File: config.mk
export PLATFORM = sky130hd
export DESIGN_NAME = rom_stream_loader
export DESIGN_NICKNAME = d
export VERILOG_FILES = /design/src/rtl/rom_stream_loader.sv
export SDC_FILE = /design/constraint.sdc
export NUM_CORES = 1
export LEC_CHECK = 0
export BUFFER_PORTS_ARGS = -buffer_cell sky130_fd_sc_hd__buf_2
export CAP_MARGIN = 15
export CORE_ASPECT_RATIO = 1.1
export CORE_MARGIN = 4
export CORE_UTILIZATION = 40
export DETAILED_ROUTE_END_ITERATION = 10
export RECOVER_POWER = 25
export SLEW_MARGIN = 30
export SYNTH_ARGS = -nofsm -noshare
export SYNTH_HDL_FRONTEND = slang
export SYNTH_SLANG_ARGS = --single-unit
File: constraint.sdc
create_clock -name clk_sys -period 10.9 [get_ports clk_sys]
set_input_delay 2.18 -clock clk_sys [delete_from_list [all_inputs] [get_ports clk_sys]]
set_output_delay 2.18 -clock clk_sys [all_outputs]
set_load 0.01 [all_outputs]
File: src/rtl/rom_stream_loader.sv
// Routes ioctl download bytes to BIOS/cart memories, stripping an optional
// 128-byte "ATARI" cart header after a short elastic-buffer detection window.
module rom_stream_loader #(
  parameter int ADDR_W      = 25,
  parameter int MEM_AW      = 18,
  parameter int NUM_TARGETS = 2,
  parameter int HDR_TARGET  = 1,
  parameter int HDR_LEN     = 128,
  parameter int DET_LEN     = 6,
  parameter int FIFO_DEPTH  = 8
) (
  input  logic                   clk_sys,
  input  logic                   reset,
  input  logic                   ioctl_download,
  input  logic [7:0]             ioctl_index,
  input  logic [ADDR_W-1:0]      ioctl_addr,
  input  logic [7:0]             ioctl_dout,
  input  logic                   ioctl_wr,
  output logic [MEM_AW-1:0]      mem_addr,
  output logic [7:0]             mem_data,
  output logic [NUM_TARGETS-1:0] mem_we,
  output logic                   hdr_valid,
  output logic [15:0]            hdr_flags,
  output logic [7:0]             hdr_region,
  output logic [31:0]            payload_size,
  output logic                   load_done,
  output logic                   busy,
  output logic                   sys_hold
);

  localparam int TW = (NUM_TARGETS > 1) ? $clog2(NUM_TARGETS) : 1;
  localparam int PW = (FIFO_DEPTH > 1) ? $clog2(FIFO_DEPTH) : 1;
  localparam int CW = $clog2(FIFO_DEPTH + 1);
  localparam logic [39:0] MAGIC = {8'h49, 8'h52, 8'h41, 8'h54, 8'h41};

  typedef enum logic [2:0] {
    S_IDLE, S_DETECT, S_PASS, S_STRIP, S_DONE
  } state_t;

  state_t                r_state;
  logic                  r_dl_q;
  logic                  r_pend;
  logic [TW-1:0]         r_tgt;
  logic [ADDR_W-1:0]     r_fa [FIFO_DEPTH];
  logic [7:0]            r_fd [FIFO_DEPTH];
  logic [PW-1:0]         r_wp;
  logic [PW-1:0]         r_rp;
  logic [CW-1:0]         r_fcnt;
  logic                  r_ovf;
  logic                  r_det_seen;
  logic [4:0]            r_hit;
  logic [31:0]           r_size;
  logic [MEM_AW-1:0]     r_mem_addr;
  logic [7:0]            r_mem_data;
  logic [NUM_TARGETS-1:0] r_mem_we;
  logic                  r_hdr_valid;
  logic [15:0]           r_hdr_flags;
  logic [7:0]            r_hdr_region;
  logic [31:0]           r_payload;
  logic                  r_load_done;
  logic                  r_busy;
  logic                  r_sys_hold;

  logic                  w_rise;
  logic                  w_start;
  logic                  w_active;
  logic                  w_push;
  logic                  w_push_ok;
  logic                  w_pop;
  logic                  w_empty;
  logic                  w_full;
  logic [CW-1:0]         w_fcnt_nxt;
  logic [TW-1:0]         w_tgt_in;
  logic [TW-1:0]         w_cur_tgt;
  logic                  w_hdr_ld;
  logic [ADDR_W-1:0]     w_head_a;
  logic [7:0]            w_head_d;
  logic [MEM_AW-1:0]     w_sub;

  assign w_rise    = ioctl_download & ~r_dl_q;
  assign w_start   = (r_state == S_IDLE) & (w_rise | r_pend);
  assign w_active  = (r_state == S_DETECT) | (r_state == S_PASS) |
                     (r_state == S_STRIP);
  assign w_push    = ioctl_wr & (w_active | w_start);
  assign w_empty   = (r_fcnt == '0);
  assign w_full    = (r_fcnt == CW'(FIFO_DEPTH));
  assign w_pop     = ((r_state == S_PASS) | (r_state == S_STRIP)) & ~w_empty;
  assign w_push_ok = w_push & (~w_full | w_pop);
  assign w_fcnt_nxt = r_fcnt + CW'(w_push_ok) - CW'(w_pop);
  assign w_tgt_in  = (ioctl_index >= 8'(NUM_TARGETS - 1)) ?
                     TW'(NUM_TARGETS - 1) : ioctl_index[TW-1:0];
  assign w_cur_tgt = w_start ? w_tgt_in : r_tgt;
  assign w_hdr_ld  = (w_cur_tgt == TW'(HDR_TARGET));
  assign w_head_a  = r_fa[r_rp];
  assign w_head_d  = r_fd[r_rp];
  assign w_sub     = w_head_a[MEM_AW-1:0] - MEM_AW'(HDR_LEN);

  always_ff @(posedge clk_sys) begin
    if (w_push_ok) begin
      r_fa[r_wp] <= ioctl_addr;
      r_fd[r_wp] <= ioctl_dout;
    end
  end

  always_ff @(posedge clk_sys or posedge reset) begin
    if (reset) begin
      r_state      <= S_IDLE;
      r_dl_q       <= 1'b0;
      r_pend       <= 1'b0;
      r_tgt        <= '0;
      r_wp         <= '0;
      r_rp         <= '0;
      r_fcnt       <= '0;
      r_ovf        <= 1'b0;
      r_det_seen   <= 1'b0;
      r_hit        <= '0;
      r_size       <= '0;
      r_mem_addr   <= '0;
      r_mem_data   <= '0;
      r_mem_we     <= '0;
      r_hdr_valid  <= 1'b0;
      r_hdr_flags  <= '0;
      r_hdr_region <= '0;
      r_payload    <= '0;
      r_load_done  <= 1'b0;
      r_busy       <= 1'b0;
      r_sys_hold   <= 1'b1;
    end else begin
      r_dl_q      <= ioctl_download;
      r_mem_we    <= '0;
      r_load_done <= 1'b0;
      r_busy      <= ioctl_download | (w_fcnt_nxt != '0);
      r_fcnt      <= w_fcnt_nxt;
      if (w_push_ok)
        r_wp <= (r_wp == PW'(FIFO_DEPTH - 1)) ? '0 : r_wp + 1'b1;
      if (w_pop)
        r_rp <= (r_rp == PW'(FIFO_DEPTH - 1)) ? '0 : r_rp + 1'b1;
      if (w_push & w_full & ~w_pop)
        r_ovf <= 1'b1;

      unique case (r_state)
        S_IDLE: begin
          if (w_start) begin
            r_pend     <= 1'b0;
            r_tgt      <= w_tgt_in;
            r_size     <= '0;
            r_det_seen <= 1'b0;
            r_hit      <= '0;
            if (w_tgt_in == TW'(HDR_TARGET)) begin
              r_hdr_valid  <= 1'b0;
              r_hdr_flags  <= '0;
              r_hdr_region <= '0;
              r_state      <= S_DETECT;
            end else begin
              r_state <= S_PASS;
            end
          end
        end
        S_DETECT: begin
          if (r_det_seen) begin
            r_hdr_valid <= &r_hit;
            r_state     <= (&r_hit) ? S_STRIP : S_PASS;
          end else if (!ioctl_download) begin
            r_state <= S_PASS;
          end
        end
        S_PASS, S_STRIP: begin
          if (w_pop) begin
            if (r_state == S_PASS || w_head_a >= ADDR_W'(HDR_LEN)) begin
              r_mem_we[r_tgt] <= 1'b1;
              r_mem_addr <= (r_state == S_PASS) ?
                            w_head_a[MEM_AW-1:0] : w_sub;
              r_mem_data <= w_head_d;
              r_size     <= r_size + 32'd1;
            end
          end else if (!ioctl_download && !w_push) begin
            r_state <= S_DONE;
          end
        end
        S_DONE: begin
          r_load_done <= 1'b1;
          if (r_tgt == TW'(HDR_TARGET)) begin
            r_payload  <= r_size;
            r_sys_hold <= 1'b0;
          end
          if (w_rise)
            r_pend <= 1'b1;
          r_state <= S_IDLE;
        end
        default: r_state <= S_IDLE;
      endcase

      // Header fields and magic are tracked as bytes arrive, ahead of the pop
      if (w_push) begin
        if (ioctl_addr == ADDR_W'(DET_LEN - 1))
          r_det_seen <= 1'b1;
        for (int i = 1; i <= 5; i++)
          if (ioctl_addr == ADDR_W'(i) && ioctl_dout == MAGIC[8*(i-1) +: 8])
            r_hit[i-1] <= 1'b1;
        if (w_hdr_ld) begin
          if (ioctl_addr == ADDR_W'(53)) r_hdr_flags[15:8] <= ioctl_dout;
          if (ioctl_addr == ADDR_W'(54)) r_hdr_flags[7:0]  <= ioctl_dout;
          if (ioctl_addr == ADDR_W'(57)) r_hdr_region      <= ioctl_dout;
        end
      end
    end
  end

  assign mem_addr     = r_mem_addr;
  assign mem_data     = r_mem_data;
  assign mem_we       = r_mem_we;
  assign hdr_valid    = r_hdr_valid;
  assign hdr_flags    = r_hdr_flags;
  assign hdr_region   = r_hdr_region;
  assign payload_size = r_payload;
  assign load_done    = r_load_done;
  assign busy         = r_busy;
  assign sys_hold     = r_sys_hold;

endmodule

Word-level counts from Yosys, hierarchy flattened

Memory sizes are Yosys's and may differ from the RTL's. A register that Yosys moved wholly into a read port is not among the register bits.
Cells that the tools add are included.

Register bits: 134
Bits in latches: 0
RAM bits: 264
Memory bits (read-only): 0
Input bits: 45
Output and inout port bits: 88
Logic and storage cells: 155
Memories: 2

Memories:

| name | depth | width | read ports | clocked after memory_dff | write ports | RTL line | text |
|---|---|---|---|---|---|---|---|
| r_fa | 8     | 25    | 1          | 0                        | 1           | 44       | `logic [ADDR_W-1:0] r_fa [FIFO_DEPTH];` |
| r_fd | 8     | 8     | 1          | 1                        | 1           | 45       | `logic [7:0] r_fd [FIFO_DEPTH];` |

Add/subtract/negate cells: 6
$mul: 0
Div/mod/pow operators: 0
$lt $le $gt $ge: 4
Equal/unequal tests: 28
Shifts and indexed selects: 0
Mux-type cells: 57
Bitwise gates (word level): 15
Reductions and logical operators: 24

Operator list:

| kind                    | number |
|---|---|
| $mux W32                | 3 |
| $mux W16                | 5 |
| $eq A25 B6 Y1 const B   | 3 |
| $mux W8                 | 8 |
| $pmux W32 S2            | 1 |
| $eq A25 B2 Y1 const B   | 2 |
| $eq A25 B3 Y1 const B   | 2 |
| $add A32 B1 Y32 const B | 1 |
| $eq A8 B7 Y1 const B    | 4 |
| $eq A25 B1 Y1 const B   | 1 |
| $ge A25 B8 Y1 const B   | 1 |
| $mux W1                 | 21 |
| $mux W3                 | 7 |
| $mux W18                | 1 |
| $sub A18 B8 Y18 const B | 1 |
| $ne A2 B2 Y1 const B    | 8 |
| $mux W5                 | 3 |
| $reduce_and A4 Y1       | 3 |
| $eq A3 B3 Y1 const B    | 3 |
| $pmux W3 S3             | 1 |
| $ge A8 B1 Y1 const B    | 1 |
| $mux W2                 | 4 |
| $logic_and A1 B1 Y1     | 7 |
| $or A1 B1 Y1            | 7 |
| 23 further kinds        | 36 |

Longest topological paths before layout

Gate-level depths: netlist of run 1.

Depth after elaboration: 11
Depth in mapped cells: 13

Least setup slack after synthesis of run 1

No wires, ideal clock.

Path kind: input -> register
Start: input port ioctl_download
End: memory r_fa[0][0] (enable)
Data arrival time: 5.332 ns
Path slack: 5.103 ns
Stages on the path: 6
Path buffers: 0
Path through: nor2b_1 > nor2_1 > nand2_1 > nand3_1 > or2_2 > nor3_1

Word-level cells in the longest chain between the ends: 8

Ends and longest elaborated chain:

| what                          | RTL line | text |
|---|---|---|
| from (decl)                   | 14       | `input logic ioctl_download,` |
| $and A1 B1 Y1                 | 80       | `assign w_rise = ioctl_download & ~r_dl_q;` |
| $or A1 B1 Y1                  | 81       | `assign w_start = (r_state == S_IDLE) & (w_rise \| r_pend);` |
| $and A1 B1 Y1                 | 81       |  |
| $or A1 B1 Y1                  | 84       | `assign w_push = ioctl_wr & (w_active \| w_start);` |
| $and A1 B1 Y1                 | 84       |  |
| $and A1 B1 Y1                 | 88       | `assign w_push_ok = w_push & (~w_full \| w_pop);` |
| $mux W1                       | 99       | `if (w_push_ok) begin` |
| $mux W1 (not written as such) | 100      | `r_fa[r_wp] <= ioctl_addr;` |
| to (decl)                     | 44       |  |

No other way between the ends.

Final worst setup path of run 1

Start: register r_rp[0]
End: register r_mem_data[3], in the netlist mem_data[3] (read register of r_fd)

Word-level cells in the longest chain between the ends: 4

Ends and longest elaborated chain:

| what                               | RTL line | text |
|---|---|---|
| from (decl)                        | 47       | `logic [PW-1:0] r_rp;` |
| from (signal assigned)             | 137      | `r_rp <= (r_rp == PW'(FIFO_DEPTH - 1)) ? '0 : r_rp + 1'b1;` |
| $mem_v2 Z8 W25                     | -        |  |
| $ge A25 B8 Y1                      | 169      | `if (r_state == S_PASS \|\| w_head_a >= ADDR_W'(HDR_LEN)) begin` |
| $logic_or A1 B1 Y1                 | 169      |  |
| $reduce_and A3 Y1 (no source line) | -        |  |
| to (decl)                          | 54       | `logic [7:0] r_mem_data;` |

Parallel ways exist; a longest one is shown, timed or not.
A chain may end at the register's enable or synchronous reset.

==> out/results.ini, run 1 <==
[layout]
area_delta_synth_final_pct=15.38
fin_nets=1229
design_area_mm2=0.01918
drive_gt1_share_pct=26.60

[sta]
rsz0062_at_grt=no
finalSetupTns_ps=0
clock.fmax_ghz=0.2170
worst_slew_pin_slew_ps=1853
fin_skew_ps=13.96
slew_headroom_pct=-23.51
finalCriticalPeriod_ps=4608
maxSlewViolCount=34
finalCritPeriodShare_pct=42.28
hold_viol_final=0
finalSetupViolations=0

[pwr]
p_seq_share_pct=43.5
power.switching_mw=1.600
p_total_mw=5.016
clkPwrFrac_pct=25.7
power_density_mw_per_mm2=261.5
p_sw_share_pct=31.89
p_leak_nw=7.307
irDropWorstVdd_mv=0.1484
pwr-share-comb_pct=30.8
p_int_mw=3.416

[die]
dieArea_mm2=0.04490
die_h_um=221.8
rows=78
die_x_um=202.4
ios=133
coreArea_mm2=0.04118
start_util_pct=40.37

[drt]
viasPerCell=5.321
wirelength_mm=37.11
first_pass_iters=5
drt-wirelength-per-cell_um=21.02
drtIter0Drc=791
drcViolationCount=0
vias=9391
ant_nets=0

[place]
dp_hpwl_mm=23.20
portBuffers=132
place.gp.congestion=0.7616
dpl-instance-area_mm2=0.01799

[global_route]
grt-ovfl-total=0
grt_max_degree=77
track_usage_pct=16.37
antenna_found_initial=2
grt_pass1_vias=9524
grt_pass1_wl_mm=57.64

[setup_path]
critPathCaptureType=flip-flop
critPathLaunchType=flip-flop
worstSetupPathType=flip-flop to flip-flop
rrSetupSlack_ps=6290
arrival_ps=5020
cp.required_ps=11320
cp_max_fo=40

[clocking]
cts_max_path_buffers=3
path_clk_slew_ps=60
holdBufCountCts=0
cts_resized=0
worstSkewPairLatency_ps=540
clock-root-buffer=clkbuf_16
postCtsSetupRepairBufs=0
cts_made_buffers=40
cts_tree=done
cts_max_level=2
clock_sinks=406

[yosys]
ys_seq_area_share_pct=69.06
ys.flop_type=edfxtp_1
syn-cell-area_mm2=0.01663
ys_seq_elements=406
syn_inst=1022
synth_edf_count=264
yosysWarnings=0
postSynthAreaPerCell_um2=16.27
synth_nets=1080
synthArstFlopShare_pct=34.98
synth.distinct_cells=67

[outcome]
violations=max-capacitance violations, max-slew violations
run_status=complete, but fails checks

[flow_run]
max-cap-violations=1

[min_path]
min_path_type=flip-flop to flip-flop

stage by stage:
| step | utilization [%] | setup slack [ps] | instances | hold WS (ps) |
|---|---|---|---|---|
| detailed placement | 43.69 | 5836 | 1689 | 462.8 |
| global route | 46.57 | 6044 | 1763 | 486.0 |
| floorplan | - | 4912 | 1022 | 435.7 |
| global placement | 43.59 | 5768 | 1688 | 453.2 |
| finish | 46.58 | 6292 | 1765 | 479.6 |
| CTS | 46.64 | 6256 | 1763 | 480.8 |
cells by family after synthesis:
group | synth area share, %
XOR/XNOR | 0.7902
flip-flops | 69.06
buffers and inverters | 1.844
multiplexers | 15.08
AO/OA/AOI/OAI | 3.597
adder cells (fa/ha/maj) | 1.023
AND/OR/NAND/NOR | 8.609
registers in the layout, indices dropped and copies added, names as in the netlist, 2 cells and up:
register,flops
hdr_flags,16
hdr_region,8
mem_addr,18
mem_data,8
mem_we,2
payload_size,32
r_fa,200
r_fcnt,4
r_fd,64
r_hit,5
r_rp,3
r_size,32
r_state,3
r_wp,3
path summary, 6_finish.rpt:
check	endpoint	start	cells after the start
hold reg to reg	sys_hold	sys_hold	1
setup / recovery	mem_data[3]	r_rp[0]	9
setup reg to reg	mem_data[3]	r_rp[0]	9
min in group asynchronous	payload_size[31]	reset	2
hold / removal	sys_hold	sys_hold	1
max in group asynchronous	mem_data[5]	reset	3
cell usage in the layout (no fill, tap or decap), types with 11 or more instances in the layout:
cell type / Yosys / layout
buf_2: 11 / 106
clkinv_1: 2 / 13
ha_1: 12 / 12
nor2_1: 41 / 34
inv_1: 19 / 18
nor4_1: 21 / 20
or4_1: 15 / 15
dfrtp_1: 141 / 139
buf_4: 1 / 14
o211ai_1: 16 / 16
nand3_1: 26 / 26
a21oi_1: 13 / 13
clkbuf_16: 0 / 41
o31ai_1: 11 / 11
clkbuf_1: 21 / 37
nand4_1: 13 / 13
mux2_4: 19 / 19
nor3_1: 14 / 11
edfxtp_1: 264 / 264
mux2_2: 48 / 48
nand2_1: 87 / 87
mux2i_1: 41 / 41
mux4_2: 49 / 49
and3_1: 12 / 12
o21ai_0: 12 / 12
worst max-delay path: stages (launching register included):
cell and delay (ps):
dfrtp_2 720, buf_4 680, mux4_1 630, mux2_2 290
nor4_1 640, and4_1 360, nor3_4 90, nor2_4 480
buf_16 240, mux2_2 350
synth_stat cells, types with 7 or more instances:
master,number,area [µm²]
o31ai_1,11,82.58
ha_1,12,150.1
mux2_4,19,285.3
nor2_1,41,153.9
nand3_1,26,130.1
nor4_1,21,131.4
o211ai_1,16,120.1
clkbuf_1,21,78.83
mux2_2,48,540.5
nor3_1,14,70.07
and3_1,12,75.07
buf_6,7,78.83
inv_1,19,71.32
mux2i_1,41,410.4
nand2_1,87,326.6
xnor2_1,9,78.83
nor2b_1,8,50.05
buf_2,11,55.05
o21ai_0,12,60.06
dfrtp_1,141,3528
a21oi_1,13,65.06
and4_1,8,70.07
or4_1,15,112.6
mux4_2,49,1104
nand2b_1,9,56.30
nand4_1,13,81.33
edfxtp_1,264,7928
cell type report:
class	instances	area, µm²
fillers	3593	22000
flip-flops and latches	406	11480
multi-input cells	553	4920
clock buffers	52	1077
repair buffers	149	775.7
well taps	560	700.7
clock inverters	22	137.6
inverters	21	83.83
diodes	2	5.005
layer usage:
layer  routed length, µm  share of wire [%]  GRT usage (%)  vias up
met1               16720                 45          22.87     4824
met4                 823                2.2          4.425        2
li1                    -                  -              -     4290
met5                  14              0.038              0        -
met3                1668                4.5          2.794       66
met2               17880                 48          26.81      209
power by group through the flow:
stage | clock [mW] | combinational, mW | sequential, mW
6_report | 1.29 | 1.55 | 2.18
5_1_grt | 1.39 | 1.70 | 2.22
4_1_cts | 1.33 | 1.57 | 2.19
3_5_place_dp | 0 | 1.56 | 2.21
3_3_place_gp | 0 | 1.52 | 2.21
2_1_floorplan | 0 | 1.12 | 2.17
Note: power is estimated with default switching activity, not from simulation.
==> inputs of run 2 (changes only) <==
- clock period: 10.9 -> 3.95 ns (I/O delays scaled with it)
==> run 2 against run 1 <==
Against the previous run:
- the flow now finishes without violations
- clock power grew to 3.0 times the previous value
- first-iteration DRC count is 26% lower
- utilization is 1.1 points higher
- clock skew is 0.80 ps higher
- power grew to 2.9 times the previous value
- clock-buffer cell count stayed put
- wire length is 0.50% higher
- sequential power grew to 2.8 times the previous value
==> out/results.ini, run 2 (synthesis results as in run 1) <==
[clocking]
worstSkewPairLatency_ps=550  ; was 540 ps
clock-root-buffer=clkbuf_16  ; unchanged
cts_made_buffers=42  ; was 40
holdBufCountCts=0  ; unchanged
postCtsSetupRepairBufs=0  ; unchanged
cts_resized=0  ; unchanged
cts_max_level=2  ; unchanged
cts_max_path_buffers=3  ; unchanged
path_clk_slew_ps=60  ; about the same
clock_sinks=406  ; unchanged
cts_tree=done  ; unchanged

[layout]
area_delta_synth_final_pct=18.18  ; was 15.38%
drive_gt1_share_pct=29.00  ; was 26.60%
design_area_mm2=0.01965  ; was 0.01918 mm²
final_util_pct=47.71  ; was 46.58%
largest_reg_flops=200  ; unchanged
fin_nets=1262  ; was 1229
largestRegisters=r_fa: 200 flops, r_fd: 64 flops  ; unchanged
fillers=3587  ; was 3593
final_cells=1799  ; was 1765
regArea_mm2=0.01148  ; unchanged
layout_common_cells=264 x edfxtp_1, 139 x dfrtp_1, 102 x buf_2, 87 x nand2_1, 49 x mux4_2  ; was 264 x edfxtp_1, 139 x dfrtp_1, 106 x buf_2, 87 x nand2_1, 49 x mux4_2
mostFrequentLayoutCell=edfxtp_1  ; unchanged
multiInputGateArea_mm2=0.004915  ; was 0.004920 mm²
largest-register=r_fa  ; unchanged

[place]
dpl-instance-area_mm2=0.01832  ; was 0.01799 mm²
portBuffers=132  ; unchanged
dp_hpwl_mm=24.00  ; was 23.20 mm
placed_cells=1719  ; was 1689
place.gp.congestion=0.7541  ; was 0.7616

[setup_path]
worstSetupPathType=flip-flop to flip-flop  ; unchanged
critPathCaptureType=flip-flop  ; unchanged
timing.rr.start=r_rp[1]  ; was r_rp[0]
crit_slowest_cell=or4b_1  ; was dfrtp_2
cp_max_fo=14  ; was 40
cp-startpoint=r_rp[1]  ; was r_rp[0]
critPathMaxStageDelay_ps=570  ; was 720 ps
critPathLaunchType=flip-flop  ; unchanged
arrival_ps=4020  ; was 5020 ps
cp.required_ps=4380  ; was 11320 ps
crit_path_cell_trace=buf_4 -> mux4_2 -> mux2i_1 -> ha_1 -> o21ai_0 -> a21o_1 -> or4b_1 -> nor3_4 -> nor2_4 -> buf_16 -> mux2_4  ; was buf_4 -> mux4_1 -> mux2_2 -> nor4_1 -> and4_1 -> nor3_4 -> nor2_4 -> buf_16 -> mux2_2

[sta]
fin_skew_ps=14.77  ; was 13.96 ps
worst_slew_pin_slew_ps=596.5  ; was 1853 ps
hold_viol_final=0  ; unchanged
finalSetupTns_ps=0  ; unchanged
slew_headroom_pct=59.67  ; was -23.51%
rsz0062_at_grt=no  ; unchanged
finalSetupViolations=0  ; unchanged
finalCritPeriodShare_pct=90.70  ; was 42.28%
clock.fmax_ghz=0.2791  ; was 0.2170 GHz
finalCriticalPeriod_ps=3583  ; was 4608 ps
maxSlewViolCount=0  ; was 34

[global_route]
track_usage_pct=16.59  ; was 16.37%
antenna_found_initial=3  ; was 2
grt_pass1_vias=9832  ; was 9524
grt_pass1_wl_mm=58.55  ; was 57.64 mm
grt_max_degree=49  ; was 77
grt-ovfl-total=0  ; unchanged

[pwr]
p_seq_share_pct=41.8  ; was 43.5%
p_int_mw=9.789  ; was 3.416 mW
power_density_mw_per_mm2=731.1  ; was 261.5 mW/mm²
power.switching_mw=4.577  ; was 1.600 mW
pwr-share-comb_pct=31.5  ; was 30.8%
p_leak_nw=7.550  ; was 7.307 nW
p_sw_share_pct=31.86  ; was 31.89%
clkPwrFrac_pct=26.7  ; was 25.7%
p_total_mw=14.37  ; was 5.016 mW
irDropWorstVdd_mv=0.4006  ; was 0.1484 mV

[drt]
vias=9429  ; was 9391
viasPerCell=5.241  ; was 5.321
wirelength_mm=37.30  ; was 37.11 mm
drcViolationCount=0  ; unchanged
ant_nets=0  ; unchanged
drt-wirelength-per-cell_um=20.73  ; was 21.02 µm
drtIter0Drc=582  ; was 791
first_pass_iters=4  ; was 5

[outcome]
run_status=completed  ; was complete, but fails checks

[die]
rows=78  ; unchanged
coreArea_mm2=0.04118  ; unchanged
die_x_um=202.4  ; unchanged
start_util_pct=40.37  ; unchanged
die_h_um=221.8  ; unchanged
ios=133  ; unchanged
dieArea_mm2=0.04490  ; unchanged

[min_path]
min_path_type=input port to asynchronous set/reset pin  ; was flip-flop to flip-flop

[flow_run]
max-cap-violations=0  ; was 1

==> run 2: area by class of cell <==
cell class	instances	share of cell area, %
inverter	21	0.4202
timing repair buffer	180	5.718
clock inverter	26	1.235
tap	560	3.566
antenna	1	0.01273
sequential	406	58.45
clock buffer	52	5.591
multi-input combinational	553	25.01
==> run 2: worst paths after layout <==
check / endpoint / slack, ps / depth (start not counted)
max: mem_data[4] / 370 / 11
min in group clk_sys: r_dl_q / 460 / 1
max reg2reg: mem_data[4] / 370 / 11
min reg2reg: sys_hold / 480 / 1
min: mem_addr[2] / 300 / 2
max in group asynchronous: busy / 2810 / 4
==> run 2: routing by layer <==
metal  track usage, %  vias to the layer above  wire length, µm
met5                0                        -               25
met4            4.250                        4              803
met3            2.999                       63             1539
met2            27.36                      173            18200
met1            23.02                     4839            16730
li1                 -                     4350                -
==> run 2: through the flow <==
stage               hold slack, ps  worst slack (ps)
floorplan                    435.7             418.9
finish                       299.5             367.2
global route                 326.1             162.4
CTS                          395.9             346.1
detailed placement           465.2             361.0
global placement             455.1             342.1
==> run 2: worst max-delay path, delay by kind of cell, from the launching register on <==
kind                       cells  cell delay (ps)
and+or+nand+nor                3              930
adders and majority gates      1              180
DFF                            1              460
AOI/OAI and AO/OA              2              350
buffers and inverters          2              470
muxes                          3             1050
==> run 2: power by group through the flow <==
stage | clock network [mW] | logic [mW] | registers (mW)
global placement | 0 | 4.50 | 6.07
finish | 3.83 | 4.53 | 6.01
CTS | 3.95 | 4.62 | 6.01
detailed placement | 0 | 4.60 | 6.09
global route | 4.13 | 4.97 | 6.11
floorplan | 0 | 3.10 | 5.98
==> inputs of run 3 (changes only) <==
==> constraint.sdc (replaced) <==
create_clock -name clk_sys -period 3.95 [get_ports clk_sys]
set_input_delay 0.5925 -clock clk_sys [delete_from_list [all_inputs] [get_ports clk_sys]]
set_output_delay 0.5925 -clock clk_sys [all_outputs]
set_load 0.01 [all_outputs]
==> run 3 against run 2 <==
Against the previous run:
- clock-buffer cell count decreased by 5
- clock power increased by 11%
- critical path type unchanged
- largest power group unchanged
- via count decreased by 0.22%
- critical endpoint is now r_size[3]
==> out/results.ini, run 3 (synthesis results as in run 1) <==
[sta]
finalSetupTns_ps=0  ; unchanged
fin_hold_ws_ps=227.6  ; was 299.5 ps
maxSlewViolCount=0  ; unchanged
slew_headroom_pct=31.17  ; was 59.67%
setup_ws_ps=246.1  ; was 367.2 ps
finalCriticalPeriod_ps=3704  ; was 3583 ps
finalSetupViolations=0  ; unchanged
rsz0062_at_grt=no  ; unchanged
hold_viol_final=0  ; unchanged
fin_skew_ps=18.91  ; was 14.77 ps
worst_slew_pin_slew_ps=1027  ; was 596.5 ps
finalCritPeriodShare_pct=93.77  ; was 90.70%
clock.fmax_ghz=0.2700  ; was 0.2791 GHz

[setup_path]
critPathCaptureType=flip-flop  ; unchanged
worstSetupPathType=flip-flop to flip-flop  ; unchanged
critPathLaunchType=flip-flop  ; unchanged
arrival_ps=4160  ; was 4020 ps
cp.required_ps=4400  ; was 4380 ps
cp_max_fo=48  ; was 14

[drt]
ant_nets=0  ; unchanged
vias=9408  ; was 9429
first_pass_iters=5  ; was 4
drtIter0Drc=572  ; was 582
viasPerCell=5.271  ; was 5.241
drt-wirelength-per-cell_um=20.89  ; was 20.73 µm
wirelength_mm=37.30  ; about the same
drcViolationCount=0  ; unchanged

[clocking]
worstSkewPairLatency_ps=550  ; about the same
clock-root-buffer=clkbuf_16  ; unchanged
cts_resized=0  ; unchanged
postCtsSetupRepairBufs=0  ; unchanged
cts_max_level=2  ; unchanged
cts_made_buffers=41  ; was 42
cts_tree=done  ; unchanged
holdBufCountCts=0  ; unchanged
path_clk_slew_ps=60  ; about the same
cts_max_path_buffers=3  ; unchanged
clock_sinks=406  ; unchanged

[global_route]
track_usage_pct=16.46  ; was 16.59%
grt_pass1_wl_mm=58.06  ; was 58.55 mm
grt_max_degree=76  ; was 49
grt-ovfl-total=0  ; unchanged
antenna_found_initial=3  ; unchanged
grt_pass1_vias=9718  ; was 9832

[layout]
fillers=3594  ; was 3587
area_delta_synth_final_pct=17.94  ; was 18.18%
fin_nets=1250  ; was 1262
largest_reg_flops=200  ; unchanged
mostFrequentLayoutCell=edfxtp_1  ; unchanged
largest-register=r_fa  ; unchanged
final_util_pct=47.62  ; was 47.71%
largestRegisters=r_fa: 200 flops, r_fd: 64 flops  ; unchanged
drive_gt1_share_pct=28.35  ; was 29.00%
layout_common_cells=264 x edfxtp_1, 139 x dfrtp_1, 102 x buf_2, 87 x nand2_1, 49 x mux4_2  ; unchanged

[place]
portBuffers=132  ; unchanged
pre_cts_ws_ps=352.9  ; was 361.0 ps
place.gp.congestion=0.7570  ; was 0.7541
dp_hpwl_mm=24.08  ; was 24.00 mm

[flow_run]
max-cap-violations=0  ; unchanged

[die]
start_util_pct=40.37  ; unchanged
rows=78  ; unchanged
coreArea_mm2=0.04118  ; unchanged
die_x_um=202.4  ; unchanged
ios=133  ; unchanged
die_h_um=221.8  ; unchanged
dieArea_mm2=0.04490  ; unchanged

[pwr]
power_density_mw_per_mm2=747.5  ; was 731.1 mW/mm²
p_leak_nw=7.536  ; was 7.550 nW
irDropWorstVdd_mv=0.3467  ; was 0.4006 mV
p_total_mw=14.66  ; was 14.37 mW

[outcome]
run_status=completed  ; unchanged

[min_path]
min_path_type=input port to asynchronous set/reset pin  ; unchanged

-- run 3: report_power, final --
| part | internal, mW | total [mW] | switching (mW) |
|---|---|---|---|
| combinational | 2.08 | 4.35 | 2.28 |
| sequential | 5.46 | 6.06 | 0.595 |
| clock | 2.62 | 4.25 | 1.63 |
| total | 10.2 | 14.7 | 4.50 |
-- run 3: critical path, cell delays in order (launching register included) --
cell and delay (ps):
dfrtp_2 510, buf_4 340, mux4_1 580, mux2_2 300
nor4_1 550, nand4_1 250, and3_4 370, or4_1 510
a21oi_1 160
-- run 3: final cells by class --
type | instances | area (µm²) | area share, %
tap | 560 | 700.7 | 3.573
clock buffer | 47 | 1070 | 5.455
sequential | 406 | 11480 | 58.57
multi-input combinational | 553 | 4908 | 25.03
timing repair buffer | 169 | 950.9 | 4.849
antenna | 1 | 2.502 | 0.01276
inverter | 21 | 80.08 | 0.4083
clock inverter | 28 | 412.9 | 2.106
-- run 3: through the flow --
step / instances / instance area, µm²
finish: 1785 / 19610
global route: 1784 / 19610
CTS: 1784 / 19650
detailed placement: 1709 / 18160
global placement: 1709 / 18160
floorplan: 1022 / 16640
-- run 3: metal layers --
metal / track usage [%] / routed length [µm] / vias to the layer above
met1: 22.94 / 16780 / 4836
met2: 27.18 / 18100 / 211
li1: - / - / 4315
met5: 0 / 28 / -
met3: 3.189 / 1787 / 42
met4: 3.593 / 603 / 4
-- run 3: final timing paths --
kind	slack, ps	end	from	cells past startpoint
setup reg to reg	250	r_size[3]	r_rp[0]	8
max in group asynchronous	2780	r_rp[0]	reset	3
hold reg to reg	470	r_hit[4]	r_hit[4]	2
min in group clk_sys	270	r_dl_q	ioctl_download	1
setup / recovery	250	r_size[3]	r_rp[0]	8
hold / removal	230	mem_addr[3]	reset	2
